--- config.mk ---
export PLATFORM = sky130hd
export DESIGN_NAME = seq_mult
export DESIGN_NICKNAME = d
export VERILOG_FILES = /design/src/rtl/seq_mult.sv
export SDC_FILE = /design/constraint.sdc
export NUM_CORES = 1
export LEC_CHECK = 0
export BUFFER_PORTS_ARGS = -buffer_cell sky130_fd_sc_hd__buf_4
export CAP_MARGIN = 10
export CORE_MARGIN = 3
export CORE_UTILIZATION = 60
export DETAILED_ROUTE_END_ITERATION = 16
export GPL_TIMING_DRIVEN = 1
export HOLD_SLACK_MARGIN = 0.08
export PLACE_DENSITY_LB_ADDON = 0.25
export SKIP_LAST_GASP = 1
export SYNTH_ARGS = -nofsm -noshare
export SYNTH_HDL_FRONTEND = slang
export SYNTH_SLANG_ARGS = --single-unit
export TNS_END_PERCENT = 50
--- constraint.sdc ---
create_clock -name clk -period 4.5 [get_ports clk]
set_input_delay 0.9 -clock clk [delete_from_list [all_inputs] [get_ports clk]]
set_output_delay 0.9 -clock clk [all_outputs]
set_load 0.01 [all_outputs]
--- src/rtl/seq_mult.sv ---
`default_nettype none
// ============================================================================
// Module   : seq_mult
// Purpose  : Parametrised sequential shift-add multiplier. One partial
//            product is accumulated per clock, so a WIDTH x WIDTH product
//            takes WIDTH cycles instead of a full combinational array.
//            Operands and result each use a valid/ready handshake.
//
// Parameters:
//   WIDTH  operand width in bits (2..32); product is 2*WIDTH bits
//   CNT_W  bit-counter width, derived from WIDTH (do not override)
//
// Ports:
//   clk            in   1        clock, rising-edge active
//   rst_n          in   1        asynchronous active-low reset
//   in_valid_i     in   1        operands a_i/b_i valid
//   in_ready_o     out  1        block can accept operands (IDLE)
//   a_i            in   WIDTH    multiplicand
//   b_i            in   WIDTH    multiplier
//   signed_mode_i  in   1        (SEQ_MULT_SIGNED_EN only) operands are
//                                two's complement, sampled at acceptance
//   out_valid_o    out  1        prod_o valid, held until accepted
//   out_ready_i    in   1        consumer accepts prod_o
//   prod_o         out  2*WIDTH  product a*b
//   busy_o         out  1        high while running or holding a result
//
// Build option:
//   SEQ_MULT_SIGNED_EN  when defined, adds signed_mode_i and the
//                       magnitude/negation logic for signed products.
//
// Revision : 1.0  initial release
// ============================================================================

module seq_mult #(
  parameter int WIDTH = 4,
  parameter int CNT_W = $clog2(WIDTH + 1)
) (
  input  logic                 clk,
  input  logic                 rst_n,
  input  logic                 in_valid_i,
  output logic                 in_ready_o,
  input  logic [WIDTH-1:0]     a_i,
  input  logic [WIDTH-1:0]     b_i,
`ifdef SEQ_MULT_SIGNED_EN
  input  logic                 signed_mode_i,
`endif
  output logic                 out_valid_o,
  input  logic                 out_ready_i,
  output logic [2*WIDTH-1:0]   prod_o,
  output logic                 busy_o
);

  localparam int PW = 2 * WIDTH;

  // FSM encoding
  localparam logic [1:0] ST_IDLE = 2'd0;
  localparam logic [1:0] ST_RUN  = 2'd1;
  localparam logic [1:0] ST_DONE = 2'd2;

  // Counter value present during the final RUN cycle
  localparam logic [CNT_W-1:0] C_LAST = CNT_W'(WIDTH - 1);

  // --------------------------------------------------------------------------
  // State
  // --------------------------------------------------------------------------
  logic [1:0]        state_q,  state_d;
  logic [PW-1:0]     mcand_q,  mcand_d;
  logic [WIDTH-1:0]  mplier_q, mplier_d;
  logic [PW-1:0]     acc_q,    acc_d;
  logic [CNT_W-1:0]  cnt_q,    cnt_d;
  logic [PW-1:0]     prod_q,   prod_d;
`ifdef SEQ_MULT_SIGNED_EN
  logic              neg_q,    neg_d;
`endif

  // --------------------------------------------------------------------------
  // Operand conditioning: the shift-add core always works on magnitudes.
  // --------------------------------------------------------------------------
  logic [WIDTH-1:0]  w_a_mag;
  logic [WIDTH-1:0]  w_b_mag;
  logic              w_neg;

`ifdef SEQ_MULT_SIGNED_EN
  logic              w_a_neg;
  logic              w_b_neg;

  assign w_a_neg = signed_mode_i & a_i[WIDTH-1];
  assign w_b_neg = signed_mode_i & b_i[WIDTH-1];

  // Unary minus in WIDTH bits yields the magnitude even for the most
  // negative value: -(-2^(W-1)) wraps to 2^(W-1), which is the correct
  // unsigned magnitude.
  assign w_a_mag = w_a_neg ? (-a_i) : a_i;
  assign w_b_mag = w_b_neg ? (-b_i) : b_i;
  assign w_neg   = w_a_neg ^ w_b_neg;
`else
  assign w_a_mag = a_i;
  assign w_b_mag = b_i;
  assign w_neg   = 1'b0;
`endif

  // --------------------------------------------------------------------------
  // Datapath: accumulator plus this cycle's partial product
  // --------------------------------------------------------------------------
  logic [PW-1:0] w_pp;
  logic [PW-1:0] w_acc_sum;
  logic [PW-1:0] w_result;

  assign w_pp      = mplier_q[0] ? mcand_q : '0;
  assign w_acc_sum = acc_q + w_pp;

`ifdef SEQ_MULT_SIGNED_EN
  // Magnitude product is at most 2^(2W-2), so negation never overflows.
  assign w_result  = neg_q ? (-w_acc_sum) : w_acc_sum;
`else
  assign w_result  = w_acc_sum;
`endif

  // --------------------------------------------------------------------------
  // Next-state logic
  // --------------------------------------------------------------------------
  always_comb begin
    state_d  = state_q;
    mcand_d  = mcand_q;
    mplier_d = mplier_q;
    acc_d    = acc_q;
    cnt_d    = cnt_q;
    prod_d   = prod_q;
`ifdef SEQ_MULT_SIGNED_EN
    neg_d    = neg_q;
`endif

    case (state_q)
      ST_IDLE: begin
        if (in_valid_i) begin
          mcand_d  = {{WIDTH{1'b0}}, w_a_mag};
          mplier_d = w_b_mag;
          acc_d    = '0;
          cnt_d    = '0;
`ifdef SEQ_MULT_SIGNED_EN
          neg_d    = w_neg;
`endif
          state_d  = ST_RUN;
        end
      end

      ST_RUN: begin
        // No early exit on zero operands: latency is always WIDTH cycles.
        acc_d    = w_acc_sum;
        mcand_d  = mcand_q << 1;
        mplier_d = mplier_q >> 1;
        cnt_d    = cnt_q + CNT_W'(1);
        if (cnt_q == C_LAST) begin
          // Final add: result goes straight to prod so it is stable in DONE.
          prod_d  = w_result;
          state_d = ST_DONE;
        end
      end

      ST_DONE: begin
        // Inputs are never accepted here, even during the output handshake.
        if (out_ready_i) begin
          state_d = ST_IDLE;
        end
      end

      default: begin
        state_d = ST_IDLE;
      end
    endcase
  end

  // --------------------------------------------------------------------------
  // Registers
  // --------------------------------------------------------------------------
  always_ff @(posedge clk or negedge rst_n) begin
    if (!rst_n) begin
      state_q  <= ST_IDLE;
      mcand_q  <= '0;
      mplier_q <= '0;
      acc_q    <= '0;
      cnt_q    <= '0;
      prod_q   <= '0;
`ifdef SEQ_MULT_SIGNED_EN
      neg_q    <= 1'b0;
`endif
    end else begin
      state_q  <= state_d;
      mcand_q  <= mcand_d;
      mplier_q <= mplier_d;
      acc_q    <= acc_d;
      cnt_q    <= cnt_d;
      prod_q   <= prod_d;
`ifdef SEQ_MULT_SIGNED_EN
      neg_q    <= neg_d;
`endif
    end
  end

  // --------------------------------------------------------------------------
  // Outputs (decoded from state so reset takes effect immediately)
  // --------------------------------------------------------------------------
  assign in_ready_o  = (state_q == ST_IDLE);
  assign out_valid_o = (state_q == ST_DONE);
  assign busy_o      = (state_q == ST_RUN) || (state_q == ST_DONE);
  assign prod_o      = prod_q;

endmodule

`default_nettype wire

==> results of run 1 <==
worst paths after layout:
check	start	to	slack (ns)
max	mplier_q[0]	acc_q[6]	2.14
min	rst_n	acc_q[1]	0.48
max reg2reg	mplier_q[0]	acc_q[6]	2.14
min reg2reg	prod_o[1]	prod_o[1]	0.49
max in group asynchronous	rst_n	acc_q[6]	3.73
min in group clk	prod_o[1]	prod_o[1]	0.49
worst reg2reg max path, delay by kind of cell, from the launching register on:
kind	cells	cell delay [ns]
buffers and inverters	1	0.08
adders and majority gates	2	0.45
and+or+nand+nor	3	0.55
DFF	1	0.46
AOI/OAI and AO/OA	3	0.70
cell type report:
cell class	instances	area, sq um	share of cell area [%]
clock inverters	1	30.0	1.54
inverters	8	30.0	1.54
multi-input cells	113	805	41.1
clock buffers	7	55.1	2.82
well taps	30	37.5	1.92
flip-flops and latches	33	826	42.2
repair buffers	23	173	8.83
cells in the mapped netlist, types with 2 or more instances:
cell type / n / area, sq um
a21oi_1: 6 / 30.0
a22o_1: 10 / 87.6
and2_1: 8 / 50.1
clkbuf_1: 4 / 15.0
dfrtp_1: 33 / 826
ha_1: 12 / 150
inv_1: 8 / 30.0
mux2_2: 4 / 45.0
mux2i_1: 6 / 60.1
nand2_1: 22 / 82.6
nor2_1: 3 / 11.3
o21a_1: 2 / 15.0
o21ai_0: 22 / 110
xnor2_1: 2 / 17.5
xor2_1: 3 / 26.3
registers in the layout, summed over array words and instances (netlist names):
name and cells:
acc_q 8, cnt_q 3, mcand_q 8, mplier_q 4, prod_o 8, state_q 2
per-layer routing:
layer / vias to the layer above / wire, um
li1: 608 / -
met1: 589 / 1440
met2: 23 / 1580
met3: 7 / 163
met4: 0 / 39
met5: - / 0
power groups by stage:
stage                     Sequential, uW  Clock, uW  Combinational [uW]
after floorplan                      496          0                 446
after CTS                            503        233                 638
final                                502        230                 633
after global placement               499          0                 610
after detailed placement             508          0                 634
after global routing                 519        250                 716
cells by family (layout without fill, tap and decap cells):
kind of cell / count (synthesis) / count (layout) / synth area share [%]
buffers and inverters: 14 / 39 / 3.19
xor gates and xnor gates: 5 / 5 / 2.60
and+or+nand+nor: 37 / 37 / 10.5
adders and majority gates: 13 / 13 / 10.1
AOI/OAI and AO/OA: 48 / 48 / 18.4
muxes: 10 / 10 / 6.24
DFF: 33 / 33 / 49.0
metrics by stage:
stage                     hold slack, ns  power, uW  std cells
after detailed placement           0.471       1140        207
after floorplan                    0.450        942        160
after global routing               0.485       1480        215
after CTS                          0.492       1370        215
after global placement             0.461       1110        207
final                              0.475       1360        215
==> run metrics, run 1 <==
commonest non-fill, non-tap cell in the layout dfrtp_1; CTS tree done; combinational share of power 46.4%; critical path's largest stage delay 0.46 ns; Starting Density 65.6%; maxcap violations 0; share of post-route cells with drive strength above 1 18.9%; most used routing layer in global routing met2; Cell Area, Placed 1870 sq um; worst setup path category reg2reg; Seq/Total Area, Yosys 49.0%; Final Cycle Share 52.5%; largest net degree at the start of global routing 34; Total Routing Usage GR 22.8%; CP max FO 9; clock share of power 16.8%; register bit total from synthesis 33; Post-Route Utilization 76.2%; cells after synthesis 160; clock slew at reported path FFs 0.10 ns; number of I/O port buffers 22; H-tree depth 2; chip width 59.0 um; critical path, cell by cell and2_1 -> ha_1 -> inv_1 -> fa_1 -> nor2b_4 -> o31a_1 -> o21a_1 -> or3_1 -> a32o_1; Top FF cell, synth dfrtp_1; status finished clean; Min Clock Period, post-route 2.36 ns; post-cts sizing count 0; number of flops mapped to enable cells by yosys 0; Area Overhead vs Synth 16.1%; DRC violations left 0; Power Density 697 nW/um^2; # rows 18; Final ANT Viol Nets 0; element type at the critical path start register; Sink Count 33; Post-Syn Nets 185; CTS buffer count 5; Fmax 423 MHz; critical path capture point type register; Yosys warnings 0; Clock Tree Root clkbuf_4; number of global-route vias before repair 1279; Layout Skew 0.00816 ns; final instance area 1960 sq um; FF-to-FF path depth 9; total wire length 3230 um; most frequent cells in the layout dfrtp_1, buf_4, nand2_1, o21ai_0, ha_1; post-DR wirelength/cell 15.0 um; diode count 0; worst endpoint required time 4.73 ns; syn avg cell area 10.5 sq um; Max-slew headroom 64.2%; IO Pins 23; Psw 531 uW; pre-CTS setup slack 2.17 ns; Crit path max-delay family compound AO/OA/AOI/OAI gates; GPL Wtd Cong 0.821; Fin. Hold Viols 0; drt first-iter violations 56; critical path depth 9; worst vdd ir 0.628 mV; Critical Path AT 2.59 ns; leakage 0.000985 uW; setup TNS 0 ns; ys async rst share 100%; initial antenna violation count 0; Post-CTS Setup Inserts 0; Worst Slack Setup Final 2.14 ns; via count 1227; fillers 196; RSZ-0062 raised after global routing false; met3 global-route usage 7.19%; Final Max Slew Viols 0; Sw Ratio 39.0%; Post-DP HPWL 2440 um; Die H 59.0 um; Worst Max-Slew Pin Slew 0.536 ns; CP bufs+invs 1; Internal Power 833 uW; area of the core 2570 sq um; first-pass GRT wire length 5840 um; met1 usage 29.5%; GR Layer Usage met2 36.8%; Critical Path Slowest Stage Cell dfrtp_1; Mapped Area 1680 sq um; Distinct cells, synth 30; Longest Clk Path Bufs 2; CTS Hold Bufs 0; Hold Crit Class in2async; TritonRoute pass-1 iters 4; Finish-stage setup viols 0; fin nets 209; Sequential Power Share 36.8%; Via density 5.71; remaining global-route overflow 0; DIE AREA 3480 sq um; clock insertion delay at the later pin of the skew report 0.34 ns
Power figures use the tool's default switching activity.
==> run 2: changes to the inputs <==
Settings changed: ABC_AREA from default to 1, CORE_UTILIZATION 60 to 51.
Clock period 4.5 ns to 1.9 ns, I/O delays scaled along.
==> run metrics, run 2 <==
Max-slew headroom 73.5% (+9.2 points); synth cell count leaders nand2_1, dfrtp_1, inv_1, nand3_1, ha_1; TritonRoute pass-1 iters 4 (unchanged); fin nets 272 (+30%); CTS buffer count 5 (unchanged); Synth area leaders dfrtp_1, nand2_1, ha_1; IO Pins 23 (unchanged); critical path's largest stage delay 0.40 ns (-0.06 ns); most frequent cells in the layout nand2_1, dfrtp_1, inv_1, buf_4, nand3_1; critical path, cell by cell nand2_1 -> inv_1 -> ha_2 -> inv_1 -> fa_2 -> inv_1 -> nand2_1 -> nand2_1 -> nand3b_1 -> nand2_1 -> nand2_1 -> nand3_1 -> nand2_1; via count 1451 (+18%); Total Routing Usage GR 19.2% (-3.7 points); ys async rst share 100% (unchanged); H-tree depth 2 (unchanged); Die H 65.3 um (+11%); Via density 4.99 (-13%); Top FF cell, synth dfrtp_1; number of I/O port buffers 22 (unchanged); Inst Count DP 282 (+36%); setup TNS 0 ns (unchanged); DIE AREA 4260 sq um (+22%); # rows 20 (+2); Area Overhead vs Synth 17.3%; CP max FO 3 (-6); Fmax 570 MHz (+35%); post-DR wirelength/cell 11.7 um (-22%); CP dominant cell by count nand2_1; Mapped Area 1790 sq um (+6.4%); RSZ-0062 raised after global routing true; element type at the critical path start register; initial antenna violation count 0 (unchanged); GPL Wtd Cong 0.756 (-7.9%); worst setup path category reg2reg; top-area cell type share of the netlist area 46.1% (-2.9 points); Clock Tree Root clkbuf_4; syn avg cell area 8.22 sq um (-22%); Post-DP HPWL 2520 um (+3.3%); Seq/Total Area, Yosys 46.1% (-2.9 points); Final Cycle Share 92.3% (+40 points); Finish-stage setup viols 0 (unchanged); DRC violations left 0 (unchanged); remaining global-route overflow 0 (unchanged); drt first-iter violations 65 (+16%); count leader, synth nand2_1; worst vdd ir 0.811 mV (+29%); Final ANT Viol Nets 0 (unchanged); number of global-route vias before repair 1487 (+16%); Layout Skew 0.0167 ns (+0.00852 ns); largest net degree at the start of global routing 34 (unchanged); critical path capture point type register; maxcap violations 0 (unchanged); worst endpoint required time 2.11 ns (-2.62 ns); Post-Syn Nets 243 (+31%); first-pass GRT wire length 6270 um (+7.3%); CTS tree done; clock insertion delay at the later pin of the skew report 0.33 ns (about the same); share of post-route cells with drive strength above 1 17.0% (-1.9 points); register bit total from synthesis 33 (unchanged); leakage 0.00119 uW (+21%); Starting Density 55.9% (-9.7 points); Power Density 1690 nW/um^2 (+140%); Fin. Hold Viols 0 (unchanged); Hold Crit Class in2reg; area of the core 3200 sq um (+25%); Longest Clk Path Bufs 2 (unchanged); Min Clock Period, post-route 1.75 ns (-0.609 ns); Critical Path AT 1.97 ns (-0.62 ns); number of flops mapped to enable cells by yosys 0 (unchanged); Critical Path Slowest Stage Cell dfrtp_1; clock slew at reported path FFs 0.10 ns (about the same); total wire length 3390 um (+5.0%); Sink Count 33 (unchanged); Final Max Slew Viols 0 (unchanged); commonest non-fill, non-tap cell in the layout nand2_1; Worst Max-Slew Pin Slew 0.398 ns (-0.138 ns); cell taking the most area after synthesis dfrtp_1; Yosys warnings 0 (unchanged); status finished clean; Distinct cells, synth 23 (-23%); diode count 0 (unchanged); cells after synthesis 218 (+36%); non-filler cells, final 291 (+35%); chip width 65.3 um (+11%)
==> run 2: cell count changes in the layout (fill, tap and decap cells not counted), moves of 5 or more <==
| cell | before | now |
|---|---|---|
| nand2_1 | 22 | 70 |
| inv_1 | 8 | 31 |
| nand3_1 | 0 | 18 |
| o21ai_0 | 21 | 9 |
| a22o_1 | 10 | 1 |
| and2_1 | 8 | 0 |
| nor2_1 | 3 | 11 |
| mux2i_1 | 6 | 0 |
| o22ai_1 | 0 | 6 |
| a31oi_1 | 0 | 5 |
==> run 2: worst max-delay path: cells and delay by family, from the launching register on <==
kind          cells  cell delay, ns
fa+ha+maj         2            0.51
simple gates      8            0.55
buf+inv           3            0.16
flops             1            0.40
==> run 2: path summary, 6_finish.rpt <==
check	startpoint	endpoint	slack, ns	cells past startpoint
worst max-delay path	mcand_q[0]	acc_q[6]	0.15	13
worst min-delay path	b_i[3]	mplier_q[3]	0.27	3
worst max register to register	mcand_q[0]	acc_q[6]	0.15	13
worst min register to register	prod_o[6]	prod_o[6]	0.49	2
max in group asynchronous	rst_n	prod_o[6]	1.08	2
min in group asynchronous	rst_n	mplier_q[2]	0.52	2
==> run 2: cell families (layout without fill, tap and decap cells) <==
| kind of cell | Yosys count | count (layout) | synth area share [%] |
|---|---|---|---|
| compound gates | 27 | 27 | 8.94 |
| simple gates | 105 | 105 | 24.9 |
| xor+xnor | 2 | 2 | 0.978 |
| fa+ha+maj | 13 | 13 | 9.50 |
| buf+inv | 38 | 67 | 9.57 |
| flops | 33 | 33 | 46.1 |
==> run 2: repair_timing <==
| item | CTS | global route |
|---|---|---|
| gates resized for setup | 0 | 4 |
| hold endpoints to repair | 33 | 0 |
| endpoints found under the setup margin | 0 | 6 |
| hold buffers | 1 | 0 |
| buffers inserted | 0 | 1 |
==> run 2: layout make-up <==
class	instances	area (sq um)
Tap cell	44	55.1
Sequential cell	33	826
Timing Repair Buffer	28	213
Clock buffer	5	37.5
Clock inverter	2	35.0
Multi-Input combinational cell	147	816
Fill cell	282	1100
Inverter	32	120
==> run 2: through the flow <==
step	worst slack [ns]	total power [uW]	instance area, sq um	hold WS, ns	util (%)
floorplan	0.215	2560	1790	0.0844	-
global placement	0.182	2970	1990	0.339	62.1
detailed placement	0.122	3030	1990	0.341	62.1
CTS	0.0905	3520	2070	0.257	64.7
global route	-0.00326	3910	2100	0.257	65.6
finish	0.146	3550	2100	0.267	65.6
==> run 2: routing by layer <==
layer	vias up	global-route usage, %	share of wire, %
li1	751	-	-
met1	674	24.0	49
met2	21	31.1	47
met3	5	4.62	3.5
met4	0	8.81	0.85
met5	-	0	0
==> run 2: power by group <==
part           switching (uW)  internal (uW)
logic                    1110            768
registers                 176           1010
clock network             217            268
